File: src/rtl/binary_frame_reader.sv
// Frame reader for the 1-bit filtered QR image held in BRAM_one.
// Walks the image in row-major order and streams one tagged pixel per beat
// over valid/ready. A small credit-limited FIFO hides the BRAM read latency,
// so downstream stalls never lose or repeat a pixel.
module binary_frame_reader #(
   parameter int WIDTH        = 480,
   parameter int HEIGHT       = 480,
   parameter int BRAM_LATENCY = 2,
   parameter int FIFO_DEPTH   = 4
) (
   input  logic        clk_in,
   input  logic        rst_in,
   input  logic        start_read,
   output logic [18:0] bram_address,
   input  logic        bram_data,
   output logic        pixel_data,
   output logic [8:0]  pixel_x,
   output logic [8:0]  pixel_y,
   output logic        pixel_last,
   output logic        pixel_valid,
   input  logic        pixel_ready,
   output logic        busy,
   output logic        read_finished
);

   localparam int PTR_W = (FIFO_DEPTH > 1) ? $clog2(FIFO_DEPTH) : 1;
   localparam int CNT_W = $clog2(FIFO_DEPTH + 1);
   localparam logic [8:0] X_MAX = 9'(WIDTH - 1);
   localparam logic [8:0] Y_MAX = 9'(HEIGHT - 1);

   typedef enum logic [1:0] {IDLE, READ, DRAIN, DONE} state_t;

   state_t             state_reg;
   logic [8:0]         x_reg, y_reg;
   logic [18:0]        bram_address_reg;
   logic               busy_reg, read_finished_reg;
   logic [CNT_W-1:0]   credit_reg, credit_next, credit_after_pop;

   // Tag pipe: stage 0 travels with the issued address, stage BRAM_LATENCY
   // lines up with the cycle in which that address's data is on bram_data.
   logic               tag_valid_reg [0:BRAM_LATENCY];
   logic [8:0]         tag_x_reg     [0:BRAM_LATENCY];
   logic [8:0]         tag_y_reg     [0:BRAM_LATENCY];
   logic               tag_last_reg  [0:BRAM_LATENCY];

   // Output FIFO: {data, x, y, last}
   logic [19:0]        fifo_mem [0:FIFO_DEPTH-1];
   logic [PTR_W-1:0]   wr_ptr_reg, rd_ptr_reg;
   logic [CNT_W-1:0]   count_reg;
   logic [19:0]        head_entry, push_entry;

   logic               pop, push, issue, has_credit, issue_last;
   logic [8:0]         next_x, next_y;
   logic [18:0]        next_address;

   assign pixel_valid = (count_reg != '0);
   assign pop         = pixel_valid & pixel_ready;
   assign push        = tag_valid_reg[BRAM_LATENCY];
   assign push_entry  = {bram_data, tag_x_reg[BRAM_LATENCY], tag_y_reg[BRAM_LATENCY],
                         tag_last_reg[BRAM_LATENCY]};
   assign head_entry  = fifo_mem[rd_ptr_reg];

   // Show-ahead head; gated so a freshly reset FIFO presents zeros
   assign pixel_data  = pixel_valid & head_entry[19];
   assign pixel_x     = pixel_valid ? head_entry[18:10] : 9'd0;
   assign pixel_y     = pixel_valid ? head_entry[9:1]   : 9'd0;
   assign pixel_last  = pixel_valid & head_entry[0];

   assign bram_address  = bram_address_reg;
   assign busy          = busy_reg;
   assign read_finished = read_finished_reg;

   // Next coordinate, credit test and issue decision
   always_comb begin
      next_x = 9'd0;
      next_y = 9'd0;
      if (state_reg == READ) begin
         if (x_reg == X_MAX) begin
            next_x = 9'd0;
            next_y = y_reg + 9'd1;
         end else begin
            next_x = x_reg + 9'd1;
            next_y = y_reg;
         end
      end
      next_address     = 19'(next_x) + 19'(next_y) * 19'(WIDTH);
      issue_last       = (next_x == X_MAX) && (next_y == Y_MAX);
      // Credits count FIFO entries plus reads still inside the BRAM pipe
      credit_after_pop = credit_reg - CNT_W'(pop);
      has_credit       = credit_after_pop < CNT_W'(FIFO_DEPTH);
      issue            = ((state_reg == IDLE) && start_read) ||
                         ((state_reg == READ) && has_credit);
      credit_next      = credit_after_pop + CNT_W'(issue);
   end

   // Scan FSM with address counters and registered status outputs
   always_ff @(posedge clk_in) begin
      if (!rst_in) begin
         state_reg         <= IDLE;
         x_reg             <= 9'd0;
         y_reg             <= 9'd0;
         bram_address_reg  <= 19'd0;
         busy_reg          <= 1'b0;
         read_finished_reg <= 1'b0;
         credit_reg        <= '0;
      end else begin
         credit_reg <= credit_next;
         if (issue) begin
            x_reg            <= next_x;
            y_reg            <= next_y;
            bram_address_reg <= next_address;
         end
         case (state_reg)
            IDLE: begin
               if (start_read) begin
                  state_reg <= issue_last ? DRAIN : READ;
                  busy_reg  <= 1'b1;
               end
            end
            READ: begin
               if (issue && issue_last)
                  state_reg <= DRAIN;
            end
            DRAIN: begin
               if (pop && pixel_last) begin
                  state_reg         <= DONE;
                  read_finished_reg <= 1'b1;
               end
            end
            default: begin
               state_reg         <= IDLE;
               busy_reg          <= 1'b0;
               read_finished_reg <= 1'b0;
            end
         endcase
      end
   end

   // Tag pipe entry stage, loaded alongside each issued address
   always_ff @(posedge clk_in) begin
      if (!rst_in) begin
         tag_valid_reg[0] <= 1'b0;
         tag_x_reg[0]     <= 9'd0;
         tag_y_reg[0]     <= 9'd0;
         tag_last_reg[0]  <= 1'b0;
      end else begin
         tag_valid_reg[0] <= issue;
         if (issue) begin
            tag_x_reg[0]    <= next_x;
            tag_y_reg[0]    <= next_y;
            tag_last_reg[0] <= issue_last;
         end
      end
   end

   generate
      for (genvar gi = 1; gi <= BRAM_LATENCY; gi++) begin : g_tag_pipe
         // Shift tags one stage per clock to match BRAM latency
         always_ff @(posedge clk_in) begin
            if (!rst_in) begin
               tag_valid_reg[gi] <= 1'b0;
               tag_x_reg[gi]     <= 9'd0;
               tag_y_reg[gi]     <= 9'd0;
               tag_last_reg[gi]  <= 1'b0;
            end else begin
               tag_valid_reg[gi] <= tag_valid_reg[gi-1];
               tag_x_reg[gi]     <= tag_x_reg[gi-1];
               tag_y_reg[gi]     <= tag_y_reg[gi-1];
               tag_last_reg[gi]  <= tag_last_reg[gi-1];
            end
         end
      end
   endgenerate

   // FIFO storage write; pointers decide which entries are live
   always_ff @(posedge clk_in) begin
      if (push)
         fifo_mem[wr_ptr_reg] <= push_entry;
   end

   // FIFO pointers and occupancy; credits guarantee no overflow
   always_ff @(posedge clk_in) begin
      if (!rst_in) begin
         wr_ptr_reg <= '0;
         rd_ptr_reg <= '0;
         count_reg  <= '0;
      end else begin
         if (push)
            wr_ptr_reg <= wr_ptr_reg + PTR_W'(1);
         if (pop)
            rd_ptr_reg <= rd_ptr_reg + PTR_W'(1);
         count_reg <= count_reg + CNT_W'(push) - CNT_W'(pop);
      end
   end

endmodule
File: config.mk
export PLATFORM = sky130hd
export DESIGN_NAME = binary_frame_reader
export DESIGN_NICKNAME = d
export VERILOG_FILES = /design/src/rtl/binary_frame_reader.sv
export SDC_FILE = /design/constraint.sdc
export NUM_CORES = 1
export LEC_CHECK = 0
export BUFFER_PORTS_ARGS = -buffer_cell sky130_fd_sc_hd__buf_2
export CORE_AREA = 2 2 112 141
export CTS_CLUSTER_SIZE = 40
export DETAILED_ROUTE_END_ITERATION = 12
export DIE_AREA = 0 0 114 143
export GPL_ROUTABILITY_DRIVEN = 1
export GPL_TIMING_DRIVEN = 0
export PLACE_DENSITY = 0.75
export SKIP_LAST_GASP = 1
export SLEW_MARGIN = 5
export SYNTH_ARGS = -nofsm -noshare
export SYNTH_HDL_FRONTEND = slang
export SYNTH_SLANG_ARGS = --single-unit
File: constraint.sdc
create_clock -name clk_in -period 9.2 [get_ports clk_in]
set_input_delay 0.92 -clock clk_in [delete_from_list [all_inputs] [get_ports clk_in]]
set_output_delay 0.92 -clock clk_in [all_outputs]
set_load 0.02 [all_outputs]
== Word-level counts from Yosys, hierarchy flattened ==
Memories as Yosys holds them, arrays and structs flattened. A register that Yosys moved wholly into a read port is not among the register bits.
Index checks and enable logic that the tools add are counted.

* Memories kept: 5
* Bits of input ports: 5
* Register bits: 51
* Memory bits (writable): 140

{| class="wikitable"
|+ Memory list
! name !! words !! bits a word !! read ports !! clocked after Yosys merged registers in !! write ports !! RTL line !! RTL
|-
| fifo_mem || 4 || 20 || 1 || 1 || 1 || 47 || <nowiki>logic [19:0] fifo_mem [0:FIFO_DEPTH-1];</nowiki>
|-
| tag_x_reg || 3 || 9 || 3 || 0 || 3 || 42 || <nowiki>logic [8:0] tag_x_reg [0:BRAM_LATENCY];</nowiki>
|-
| tag_y_reg || 3 || 9 || 3 || 0 || 3 || 43 || <nowiki>logic [8:0] tag_y_reg [0:BRAM_LATENCY];</nowiki>
|-
| tag_last_reg || 3 || 1 || 3 || 0 || 3 || 44 || <nowiki>logic tag_last_reg [0:BRAM_LATENCY];</nowiki>
|-
| tag_valid_reg || 3 || 1 || 3 || 0 || 3 || 41 || <nowiki>logic tag_valid_reg [0:BRAM_LATENCY];</nowiki>
|}

* Add/subtract/negate cells: 9
* Muxes and demuxes: 36
* Bitwise gates (word level): 17
* $lt $le $gt $ge: 1
* Reductions and logical operators: 13
* Multiply operators: 1
* Eq/ne operators: 8

{| class="wikitable"
|+ Operators with widths
! kind !! count
|-
| $mux W9 || 12
|-
| $eq A9 B9 Y1 const B || 3
|-
| $add A9 B18 Y19 || 1
|-
| $add A9 B1 Y9 const B || 2
|-
| $mux W1 || 15
|-
| $mul A9 B4 Y13 const B || 1
|-
| $mux W2 || 6
|-
| $or A1 B1 Y1 || 12
|-
| $add A3 B1 Y3 || 2
|-
| $pmux W2 S3 || 1
|-
| $sub A3 B1 Y3 || 2
|-
| $logic_and A1 B1 Y1 || 5
|-
| $add A2 B1 Y2 const B || 2
|-
| $ne A2 B2 Y1 const B || 2
|-
| $pmux W1 S2 || 2
|-
| $reduce_and A2 Y1 || 2
|-
| $reduce_or A2 Y1 || 2
|-
| $and A1 B1 Y1 || 3
|-
| $lt A3 B3 Y1 const B || 1
|-
| $reduce_and A3 Y1 || 1
|-
| $reduce_bool A3 Y1 || 1
|-
| $eq A2 B1 Y1 const B || 1
|-
| $eq A2 B2 Y1 const B || 1
|-
| $logic_not A2 Y1 || 1
|-
| 3 further kinds || 4
|}

== Longest topological paths before layout ==
Gate-level depths: netlist of run 1.

* Depth in word-level cells: 10
* Mapped depth: 22
* Gate-level depth less buffers: 21

== Least setup slack after synthesis of run 1 ==
OpenSTA, ideal clock, no wires.

* Kind: register -> register
* Start: register x_reg[0]
* End: register bram_address_reg[17], in the netlist bram_address[17]
* Stages on the path, launching flop included: 20
* Data required time: 9.074 ns
* Path buffers: 0
* Setup slack: 4.472 ns
* Library setup time: 0.126 ns
* Period minus slack after synthesis: 4.728 ns
* Arrival: 4.602 ns
* Cell sequence: dfxtp_1 -> ha_1 -> nand4_4 -> nor3_4 -> nand4_1 -> o21a_1 -> o21ai_1 -> inv_1 -> ha_1 -> inv_1 -> fa_1 -> inv_1 -> ha_1 -> a21oi_1 -> nor2_1 -> a2111oi_1 -> nor3_1 -> nor4b_2 -> and2_1 -> o211ai_1

* Cells in the longest elaborated chain, start to end: 5

{| class="wikitable"
|+ Ends and longest elaborated chain
! item !! RTL line !! RTL
|-
| start: declaration || 34 || <nowiki>logic [8:0] x_reg, y_reg;</nowiki>
|-
| start signal: assignment || 109 || <nowiki>x_reg <= next_x;</nowiki>
|-
| $eq A9 B9 Y1 || 78 || <nowiki>if (x_reg == X_MAX) begin</nowiki>
|-
| $mux W9 || 78 ||
|-
| $mux W9 || 77 || <nowiki>if (state_reg == READ) begin</nowiki>
|-
| via next_y[7] || 53 || <nowiki>logic [8:0] next_x, next_y;</nowiki>
|-
| $mul A9 B4 Y13 || 86 || <nowiki>next_address = 19'(next_x) + 19'(next_y) * 19'(WIDTH);</nowiki>
|-
| $add A9 B18 Y19 || 86 ||
|-
| end signal: assignment || 111 || <nowiki>bram_address_reg <= next_address;</nowiki>
|-
| end: declaration || 35 || <nowiki>logic [18:0] bram_address_reg;</nowiki>
|}

The timed path passes the listed nets, and every way through them passes these cells.
A chain may end at the register's enable or synchronous reset.

== Final worst setup path of run 1 ==
Same ends and word-level chain as after synthesis.

==> key figures, run 1 <==
Worst setup path
  • Crit-path max FO: 8
  • Crit. End Element: register
  • Critical-path top delay cell: o21ai_1
  • Top Family by Delay on Critical Path: adder cells
  • Worst Setup Path Type: reg -> reg
  • Worst EP arrival: 5.91 ns
  • Worst path depth: 19
  • Reg2reg path depth: 19
  • Critical path launch point type: register
  • R2R Path Start: x_reg[0]
  • Max stage delay on crit path: 0.51 ns
  • Crit-path cells: ha_1 > nand4_4 > nor3_4 > nand4_1 > o21a_1 > o21ai_1 > inv_1 > ha_1 > inv_1 > fa_1 > inv_1 > ha_1 > a21oi_1 > nor2_1 > a2111oi_1 > nor3_1 > nor4b_2 > and2_1 > o211ai_1
  • R2r endpoint: bram_address[17]
  • CP Data Required Time: 9.51 ns
  • Reg2Reg Setup Slack: 3.61 ns
  • Worst Path Buf+Inv: 3

GRT
  • First-pass GRT wire length: 26400 µm
  • Initial antenna violation count: 0
  • Pin count of the biggest net entering global routing: 21
  • Grt ovf: 0
  • GRT Resource Usage Total: 21.1%
  • Vias in the first global route: 5502

STA
  • Setup Skew: 0.00813 ns
  • Setup TNS: 0 ns
  • RSZ-0062 raised after global routing: no
  • Final Max Tran Viols: 0
  • Slew HR: 29.9%
  • Period minus WS final: 5.59 ns
  • Period utilization: 60.8%
  • FMAX: 179 MHz
  • Final hold vios: 0
  • Worst-Margin Slew: 1.05 ns
  • Setup Viol. Count Final: 0

Clocking
  • Clock sink count: 188
  • CTS tree: built
  • Hold bufs inserted after CTS: 0
  • Clock slew at reported path FFs: 0.07 ns
  • Clk buf depth: 2
  • Clock Latency Late Sink: 0.43 ns
  • H-tree Lvls: 4
  • Root buf cell: clkbuf_16
  • Setup Fix Bufs, Post-CTS: 0
  • CTS Buf Count: 17
  • Post-CTS sizing: 0

Power and ir drop
  • Logic pwr share: 23.8%
  • Worst vdd ir: 111 µV
  • P per Cell Area: 235 nW/µm²
  • Flop pwr share: 45.6%
  • Power after layout: 2.23 mW
  • Switching share of power: 30.5%
  • Internal power: 1.55 mW
  • Static leakage: 3.89 nW
  • Clock power share: 30.6%
  • Switch Pwr: 0.681 mW

Floorplan
  • Starting density of the core: 57.0%
  • Die area: 16300 µm²
  • Row Count: 50
  • Die X: 114 µm
  • Core Area: 14900 µm²
  • Die H: 143 µm
  • Total I/O pin count: 47

Synth
  • Ys flop type: edfxtp_1
  • EDFF count, synth: 99
  • Seq/Total Area, Yosys: 56.1%
  • Post-synth ARST share: 0%
  • Synthesized flop and latch total: 188
  • Yosys synthesis warning count: 0
  • Cells after synthesis: 709
  • Post-synthesis cell area: 8480 µm²
  • Average footprint of a synthesized cell: 12.0 µm²
  • Synth unique cells: 57
  • Syn nets: 769

Placement
  • Placer congestion estimate: 0.864
  • Post-placement cell count: 936
  • I/O Buffers: 45
  • Final HPWL DP: 11400 µm

Worst hold path
  • Worst hold path depth: 1
  • Min-delay src: tag_x_reg[1][4]
  • Min-Delay Path Class: reg -> reg
  • WHS Endpoint: tag_x_reg[2][4]

Finish
  • Layout cell share with drive strength beyond 1: 14.0%
  • Most frequent cells in the layout: edfxtp_1, dfxtp_1, and2_1
  • Max FFs per register: 80
  • Most common cell after layout, fill and taps aside: edfxtp_1
  • Syn-to-layout area delta: 11.9%
  • Antenna diodes: 0
  • Post-route insts no fill: 968
  • Final net count: 833
  • Finished Core Util: 63.7%
  • Final-layout fill cell count: 1171

Detailed routing
  • Iter 0 DRT Violations: 340
  • ANT nets after route: 0
  • Via count: 5286
  • WL final: 15700 µm
  • Wire per inst: 16.2 µm
  • DR DRC count: 0
  • Vias per cell: 5.46
  • First-pass iteration count of the detailed router: 4

Job
  • Max Cap Viol: 0

Run status
  • Status: complete, no violations
-- logic make-up (layout without fill, tap and decap cells) --
logic type / after synthesis / in the layout / share of synthesized area [%]
DFF: 188 / 188 / 56.1
AOI/OAI and AO/OA: 84 / 84 / 6.45
and+or+nand+nor: 237 / 237 / 14.8
muxes: 25 / 25 / 5.92
adders and majority gates: 55 / 55 / 9.35
xor gates and xnor gates: 31 / 31 / 3.20
buffers and inverters: 89 / 166 / 4.22
-- worst max path at each step --
stage | startpoint | endpoint | slack [ns]
floorplan | x_reg[0] | bram_address[17] | 4.47
global placement | x_reg[0] | bram_address[17] | 3.75
detailed placement | x_reg[0] | bram_address[17] | 3.58
CTS | x_reg[0] | bram_address[17] | 3.54
global route | x_reg[0] | bram_address[18] | 3.10
finish | x_reg[0] | bram_address[17] | 3.61
-- worst register-to-register path: cells and delay by family (launching register included) --
| kind | cells | cell delay (ns) |
|---|---|---|
| and+or+nand+nor | 7 | 1.56 |
| buffers and inverters | 3 | 0.34 |
| AOI/OAI and AO/OA | 5 | 1.53 |
| adders and majority gates | 4 | 1.57 |
| DFF | 1 | 0.48 |
-- per-layer routing --
layer / global-route usage, % / vias to the layer above / wire length (µm) / part of all wire [%]
li1: - / 2589 / - / -
met1: 24.3 / 2545 / 6430 / 41
met2: 37.1 / 114 / 8170 / 52
met3: 5.14 / 38 / 583 / 3.7
met4: 9.37 / 0 / 532 / 3.4
met5: 0 / - / 0 / 0
-- cell type report --
class	instances	area, µm²	share of cell area (%)
Buffer	32	144	1.52
Clock buffer	20	458	4.83
Clock inverter	12	98.8	1.04
Timing Repair Buffer	45	225	2.37
Inverter	57	214	2.25
Tap cell	182	228	2.40
Sequential cell	188	4750	50.1
Multi-Input combinational cell	432	3370	35.5
-- synthesized netlist by cell type (2+ instances only) --
library cell | n | share of area [%]
a211oi_1 | 8 | 0.71
a21o_1 | 10 | 0.89
a21oi_1 | 23 | 1.4
and2_1 | 74 | 5.5
and3_1 | 4 | 0.30
buf_1 | 4 | 0.18
buf_2 | 4 | 0.24
buf_4 | 5 | 0.44
clkbuf_1 | 19 | 0.84
dfxtp_1 | 89 | 21
edfxtp_1 | 99 | 35
fa_1 | 14 | 3.3
ha_1 | 41 | 6.0
inv_1 | 56 | 2.5
mux2i_1 | 4 | 0.47
mux4_2 | 20 | 5.3
nand2_1 | 46 | 2.0
nand2b_1 | 5 | 0.37
nand3_1 | 14 | 0.83
nand4_1 | 7 | 0.52
nand4b_1 | 2 | 0.21
nor2_1 | 52 | 2.3
nor2b_1 | 6 | 0.44
nor3_1 | 11 | 0.65
nor4_1 | 2 | 0.15
o211ai_1 | 3 | 0.27
o21a_1 | 5 | 0.44
o21ai_0 | 14 | 0.83
o21ai_1 | 3 | 0.18
o21bai_1 | 2 | 0.18
o31ai_1 | 3 | 0.27
or3_1 | 6 | 0.44
xnor2_1 | 23 | 2.4
xor2_1 | 8 | 0.83
-- per-stage QoR --
stage | cell area, µm² | setup slack, ns | hold WS, ns
after global routing | 9490 | 3.10 | 0.440
after CTS | 9490 | 3.54 | 0.431
after floorplan | 8480 | 4.47 | 0.412
final | 9490 | 3.61 | 0.427
after global placement | 8930 | 3.75 | 0.415
after detailed placement | 8930 | 3.58 | 0.418
-- power by group through the flow --
stage	Combinational, mW	Clock (mW)	Sequential, mW
2_1_floorplan	0.372	0	1.04
3_3_place_gp	0.523	0	1.03
3_5_place_dp	0.537	0	1.04
4_1_cts	0.541	0.700	1.02
5_1_grt	0.591	0.730	1.03
6_report	0.532	0.684	1.02
Note: power is estimated with default switching activity, not from simulation.
==> run 2, diff against run 1 <==
- CORE_AREA: 2 2 112 141 -> 2 2 115 144
- DIE_AREA: 0 0 114 143 -> 0 0 117 146
- clock period: 9.2 -> 4.8 ns (I/O delays scaled with it)
==> run 2 against run 1 <==
Non-clock buffer count rose by 21. Final area rose by 5.9%. Via count rose by 3.4%. Largest cell class unchanged. Critical path depth rose by 2. Power rose by 97%.
==> key figures, run 2 (synthesis results as in run 1) <==
Worst setup path
  • Reg2reg path depth: 21
  • CP Data Required Time: 5.09 ns
  • Reg2Reg Setup Slack: 0.14 ns
  • Worst EP arrival: 4.94 ns
  • R2r endpoint: bram_address[13]
  • Crit. End Element: register
  • Crit-path max FO: 7
  • Worst Setup Path Type: reg -> reg
  • Critical path launch point type: register
  • R2R Path Start: x_reg[0]

GRT
  • GRT Resource Usage Total: 19.9%
  • First-pass GRT wire length: 26600 µm
  • Grt ovf: 0
  • Vias in the first global route: 5491
  • Initial antenna violation count: 0
  • Pin count of the biggest net entering global routing: 21

Clocking
  • Clock sink count: 188
  • Clock slew at reported path FFs: 0.08 ns
  • Clock Latency Late Sink: 0.42 ns
  • Root buf cell: clkbuf_16
  • CTS tree: built
  • H-tree Lvls: 4
  • CTS Buf Count: 17
  • Clk buf depth: 2

Placement
  • Final HPWL DP: 11000 µm
  • I/O Buffers: 45
  • Worst slack, placed: -0.835 ns
  • Placer congestion estimate: 0.930

Worst hold path
  • Worst hold path depth: 1
  • Min-delay src: bram_data
  • Min-Delay Path Class: in -> reg
  • WHS Endpoint: fifo_mem[0][19]

Finish
  • Final-layout fill cell count: 1127
  • Final net count: 854
  • Antenna diodes: 0
  • Max FFs per register: 80
  • Layout cell share with drive strength beyond 1: 22.6%
  • Most frequent cells in the layout: edfxtp_1, dfxtp_1, and2_1
  • Syn-to-layout area delta: 18.5%
  • Most common cell after layout, fill and taps aside: edfxtp_1

Floorplan
  • Row Count: 51
  • Die H: 146 µm
  • Starting density of the core: 54.2%
  • Die X: 117 µm
  • Core Area: 15600 µm²
  • Die area: 17100 µm²
  • Total I/O pin count: 47

STA
  • PnR worst setup slack: 0.144 ns
  • RSZ-0062 raised after global routing: yes
  • Worst-Margin Slew: 1.10 ns
  • Slew HR: 26.8%
  • Setup Skew: 0.0104 ns
  • Final hold vios: 0
  • Period minus WS final: 4.66 ns
  • Hold WS: 0.275 ns
  • FMAX: 215 MHz
  • Period utilization: 97.0%
  • Final Max Tran Viols: 0
  • Setup Viol. Count Final: 0

Run status
  • Status: complete, no violations

Detailed routing
  • First-pass iteration count of the detailed router: 5
  • ANT nets after route: 0
  • WL final: 16800 µm
  • Iter 0 DRT Violations: 406
  • Vias per cell: 5.36
  • Via count: 5465
  • DR DRC count: 0
  • Wire per inst: 16.4 µm

Power and ir drop
  • Static leakage: 4.09 nW
  • P per Cell Area: 439 nW/µm²
  • Worst vdd ir: 230 µV

Job
  • Max Cap Viol: 0
[run 2: cell count changes in the layout (fill, tap and decap cells not counted), sizes merged]
cell and delta:
bufinv +1, buf +21, clkbuf -2, clkinv +2
inv +1, clkinvlp -2
[run 2: cell type report]
class,instances,area [µm²],area share (%)
repair buffers,67,403,4.01
inverters,57,214,2.13
clock buffers,18,429,4.27
flip-flops and latches,188,4760,47.4
well taps,212,265,2.64
multi-input cells,432,3650,36.3
plain buffers,31,154,1.53
clock inverters,14,171,1.71
[run 2: routing by layer]
metal | up-vias | track usage (%) | share of wire (%)
li1 | 2630 | - | -
met1 | 2636 | 23.0 | 39
met2 | 165 | 36.6 | 54
met3 | 34 | 3.71 | 4.4
met4 | 0 | 6.29 | 2.2
met5 | - | 0 | 0
[run 2: per-stage QoR]
stage                     utilization [%]  instance area (µm²)  total power, mW  cells  setup TNS, ns
after global routing                 64.3                10100             4.62   1019         -0.363
final                                64.3                10100             4.41   1019              0
after CTS                            62.0                 9690             4.42   1000              0
after detailed placement             57.4                 8970             3.01    966          -4.28
after global placement               57.4                 8970             2.97    966          -3.31
after floorplan                         -                 8480             2.70    709              0
[run 2: repair_timing]
action                                  4_1_cts  5_1_grt
hold buffers                                  0        0
resized for setup                            20       54
endpoints found under the setup margin        9        9
buffers inserted                              2       20
pin swaps                                     3       23
[run 2: power by group]
| group | switching (mW) | total [mW] | internal, mW | leakage [nW] |
|---|---|---|---|---|
| Combinational | 0.648 | 1.05 | 0.405 | 2.12 |
| Sequential | 0.0758 | 1.95 | 1.87 | 1.68 |
| Clock | 0.652 | 1.40 | 0.752 | 0.297 |
| Total | 1.38 | 4.41 | 3.03 | 4.09 |
[run 2: worst max-delay path, cell delays in order, from the launching register on]
cell	delay, ns
dfxtp_4	0.38
ha_4	0.17
nand4_4	0.11
nor3_4	0.24
buf_12	0.15
nand4_1	0.16
xnor2_2	0.30
nand2_2	0.13
inv_2	0.10
ha_1	0.25
xnor2_1	0.16
fa_1	0.51
inv_1	0.07
ha_4	0.29
o211ai_1	0.14
o21ai_2	0.33
xnor2_2	0.18
nand4_1	0.11
buf_4	0.20
nor2_2	0.16
xor2_1	0.25
a21oi_1	0.10
[run 2: how the worst max path moves through the flow]
stage / start / to / slack (ns) / depth (start not counted)
after floorplan: x_reg[0] / bram_address[17] / 0.07 / 19
after global placement: x_reg[0] / bram_address[17] / -0.61 / 19
after detailed placement: x_reg[0] / bram_address[17] / -0.83 / 19
after CTS: x_reg[5] / bram_address[17] / 0.002 / 19
after global routing: x_reg[0] / bram_address[16] / -0.09 / 24
final: x_reg[0] / bram_address[13] / 0.14 / 21
==> run 3, diff against run 2 <==
- ABC_AREA: default -> 1
- CORE_AREA: 2 2 115 144 -> 2 2 117 147
- DIE_AREA: 0 0 117 146 -> 0 0 119 149
- PLACE_DENSITY: 0.75 -> 0.72
==> run 3 against run 2 <==
Flip-flop and latch count stayed put. First-iteration DRC count increased by 20%. Synthesized cell count up 38%. Non-clock buffer count decreased by 11. Cell count up 26%. Utilization fell by 3.6 points. Fmax increased by 2.9%. Combinational power is 9% higher. Highest routed layer unchanged.
==> key figures, run 3 <==
Run status
  • Status: complete, no violations

Clocking
  • Clk buf depth: 2
  • CTS tree: built
  • Clock slew at reported path FFs: 0.07 ns
  • Hold bufs inserted after CTS: 0
  • CTS Buf Count: 17
  • Root buf cell: clkbuf_16
  • H-tree Lvls: 4
  • Clock sink count: 188
  • Clock Latency Late Sink: 0.42 ns

STA
  • Period utilization: 94.3%
  • Setup Viol. Count Final: 0
  • Slew HR: 38.1%
  • Setup Skew: 0.0123 ns
  • FMAX: 221 MHz
  • Worst-Margin Slew: 0.928 ns
  • Hold WS: 0.275 ns
  • RSZ-0062 raised after global routing: yes
  • Final hold vios: 0
  • PnR worst setup slack: 0.274 ns
  • Final Max Tran Viols: 0
  • Period minus WS final: 4.53 ns

Floorplan
  • Die H: 149 µm
  • Die area: 17700 µm²
  • Total I/O pin count: 47
  • Row Count: 53
  • Starting density of the core: 53.3%
  • Core Area: 16500 µm²
  • Die X: 119 µm

Synth
  • Syn nets: 1039
  • Top cells by area, synth: edfxtp_1, dfxtp_1, nand2_1
  • Post-synth ARST share: 0%
  • Synth unique cells: 38
  • Synthesized flop and latch total: 188
  • Seq/Total Area, Yosys: 54.0%
  • Synth top cells by count: nand2_1, inv_1, nor2_1
  • Average footprint of a synthesized cell: 8.99 µm²
  • EDFF count, synth: 99
  • Yosys top cell area share: 33.8%
  • Post-synthesis cell area: 8800 µm²
  • Most numerous cell in the Yosys netlist: nand2_1
  • Cells after synthesis: 979
  • Yosys synthesis warning count: 0
  • Ys flop type: edfxtp_1
  • Area leader, netlist: edfxtp_1

Job
  • Max Cap Viol: 0

Worst setup path
  • Worst Path Buf+Inv: 6
  • Crit-path max FO: 5
  • Critical-path top delay cell: fa_1
  • CP Data Required Time: 5.11 ns
  • Crit. End Element: register
  • Max stage delay on crit path: 0.55 ns
  • Reg2reg path depth: 28
  • Worst path depth: 28
  • Worst Setup Path Type: reg -> reg
  • Top Family by Delay on Critical Path: adder cells
  • Critical path launch point type: register
  • Most used cell, CP: nand2_1
  • Worst EP arrival: 4.84 ns

Finish
  • Max FFs per register: 80
  • Syn-to-layout area delta: 13.7%
  • Most common cell after layout, fill and taps aside: nand2_1
  • Finished Core Util: 60.7%
  • Post-route insts no fill: 1284
  • Reg area: 4760 µm²
  • Antenna diodes: 0
  • Layout cell share with drive strength beyond 1: 12.7%
  • Most frequent cells in the layout: nand2_1, inv_1, nor2_1
  • Final-layout fill cell count: 1396
  • Final net count: 1112
  • Area of the multi-input gates: 3330 µm²

Placement
  • Worst slack, placed: -0.153 ns
  • Placer congestion estimate: 0.897
  • Final HPWL DP: 11800 µm
  • Post-placement cell count: 1244
  • I/O Buffers: 45

Power and ir drop
  • Worst vdd ir: 246 µV
  • Static leakage: 4.64 nW
  • P per Cell Area: 441 nW/µm²
  • Power after layout: 4.41 mW

GRT
  • Pin count of the biggest net entering global routing: 29
  • Grt ovf: 0
  • Initial antenna violation count: 0
  • First-pass GRT wire length: 27600 µm
  • Vias in the first global route: 5855
  • GRT Resource Usage Total: 19.6%

Detailed routing
  • Via count: 6239
  • DR DRC count: 0
  • WL final: 16800 µm
  • First-pass iteration count of the detailed router: 5
  • Wire per inst: 13.1 µm
  • ANT nets after route: 0
  • Iter 0 DRT Violations: 486
  • Vias per cell: 4.86

Worst hold path
  • Worst hold path depth: 1
  • Min-Delay Path Class: in -> reg
==> run 3: changes by cell type after synthesis, moves of 10 or more <==
cell / previous run / this run
nand3_1: 14 / 34
mux4_2: 20 / 0
xnor2_1: 23 / 5
o21ai_0: 14 / 64
and2_1: 74 / 0
inv_1: 56 / 161
nand2_1: 46 / 183
a21o_1: 10 / 0
nor2_1: 52 / 137
o22ai_1: 1 / 14
nand2_2: 0 / 10
a21oi_1: 23 / 43
==> run 3: timing repair <==
| item | CTS | global route |
|---|---|---|
| buffers inserted | 1 | 8 |
| endpoints found under the hold margin | 0 | 0 |
| endpoints found under the setup margin | 4 | 7 |
| pin swaps | 0 | 2 |
| resized for setup | 3 | 13 |
==> run 3: worst paths after layout <==
| check | startpoint | endpoint | slack (ns) |
|---|---|---|---|
| setup / recovery | x_reg[1] | bram_address[17] | 0.27 |
| setup reg to reg | x_reg[1] | bram_address[17] | 0.27 |
| hold / removal | bram_data | fifo_mem[3][19] | 0.28 |
| hold reg to reg | tag_y_reg[1][3] | tag_y_reg[2][3] | 0.41 |
==> run 3: metal layers <==
| layer | up-vias | part of all wire, % | track usage (%) |
|---|---|---|---|
| met1 | 2849 | 43 | 22.6 |
| li1 | 3266 | - | - |
| met5 | - | 0 | 0 |
| met4 | 0 | 1.5 | 6.37 |
| met3 | 19 | 3.1 | 3.13 |
| met2 | 105 | 53 | 37.1 |
==> run 3: cell families (layout without fill, tap and decap cells) <==
group / after synthesis / count (layout) / synth area share, %
adder cells (fa/ha/maj): 55 / 55 / 9.01
flip-flops: 188 / 188 / 54.0
XOR/XNOR: 15 / 15 / 1.58
AO/OA/AOI/OAI: 134 / 134 / 8.19
AND/OR/NAND/NOR: 388 / 388 / 18.4
buffers and inverters: 199 / 284 / 8.78
==> run 3: final cells by class <==
cell class / count / area share [%]
repair buffers: 54 / 2.92
multi-input cells: 592 / 33.3
inverters: 166 / 6.27
clock inverters: 14 / 1.52
plain buffers: 33 / 1.49
flip-flops and latches: 188 / 47.5
clock buffers: 17 / 4.25
well taps: 220 / 2.75
==> run 3: power breakdown <==
part / switching, mW / total, mW / internal, mW
clock: 0.612 / 1.35 / 0.735
combinational: 0.798 / 1.14 / 0.343
sequential: 0.0648 / 1.92 / 1.86
==> run 3: stage by stage <==
stage          area [µm²]  TNS [ns]
3_5_place_dp         9310    -0.241
2_1_floorplan        8800         0
3_3_place_gp         9310    -0.116
6_report            10000         0
4_1_cts              9910         0
5_1_grt             10000   -0.0272
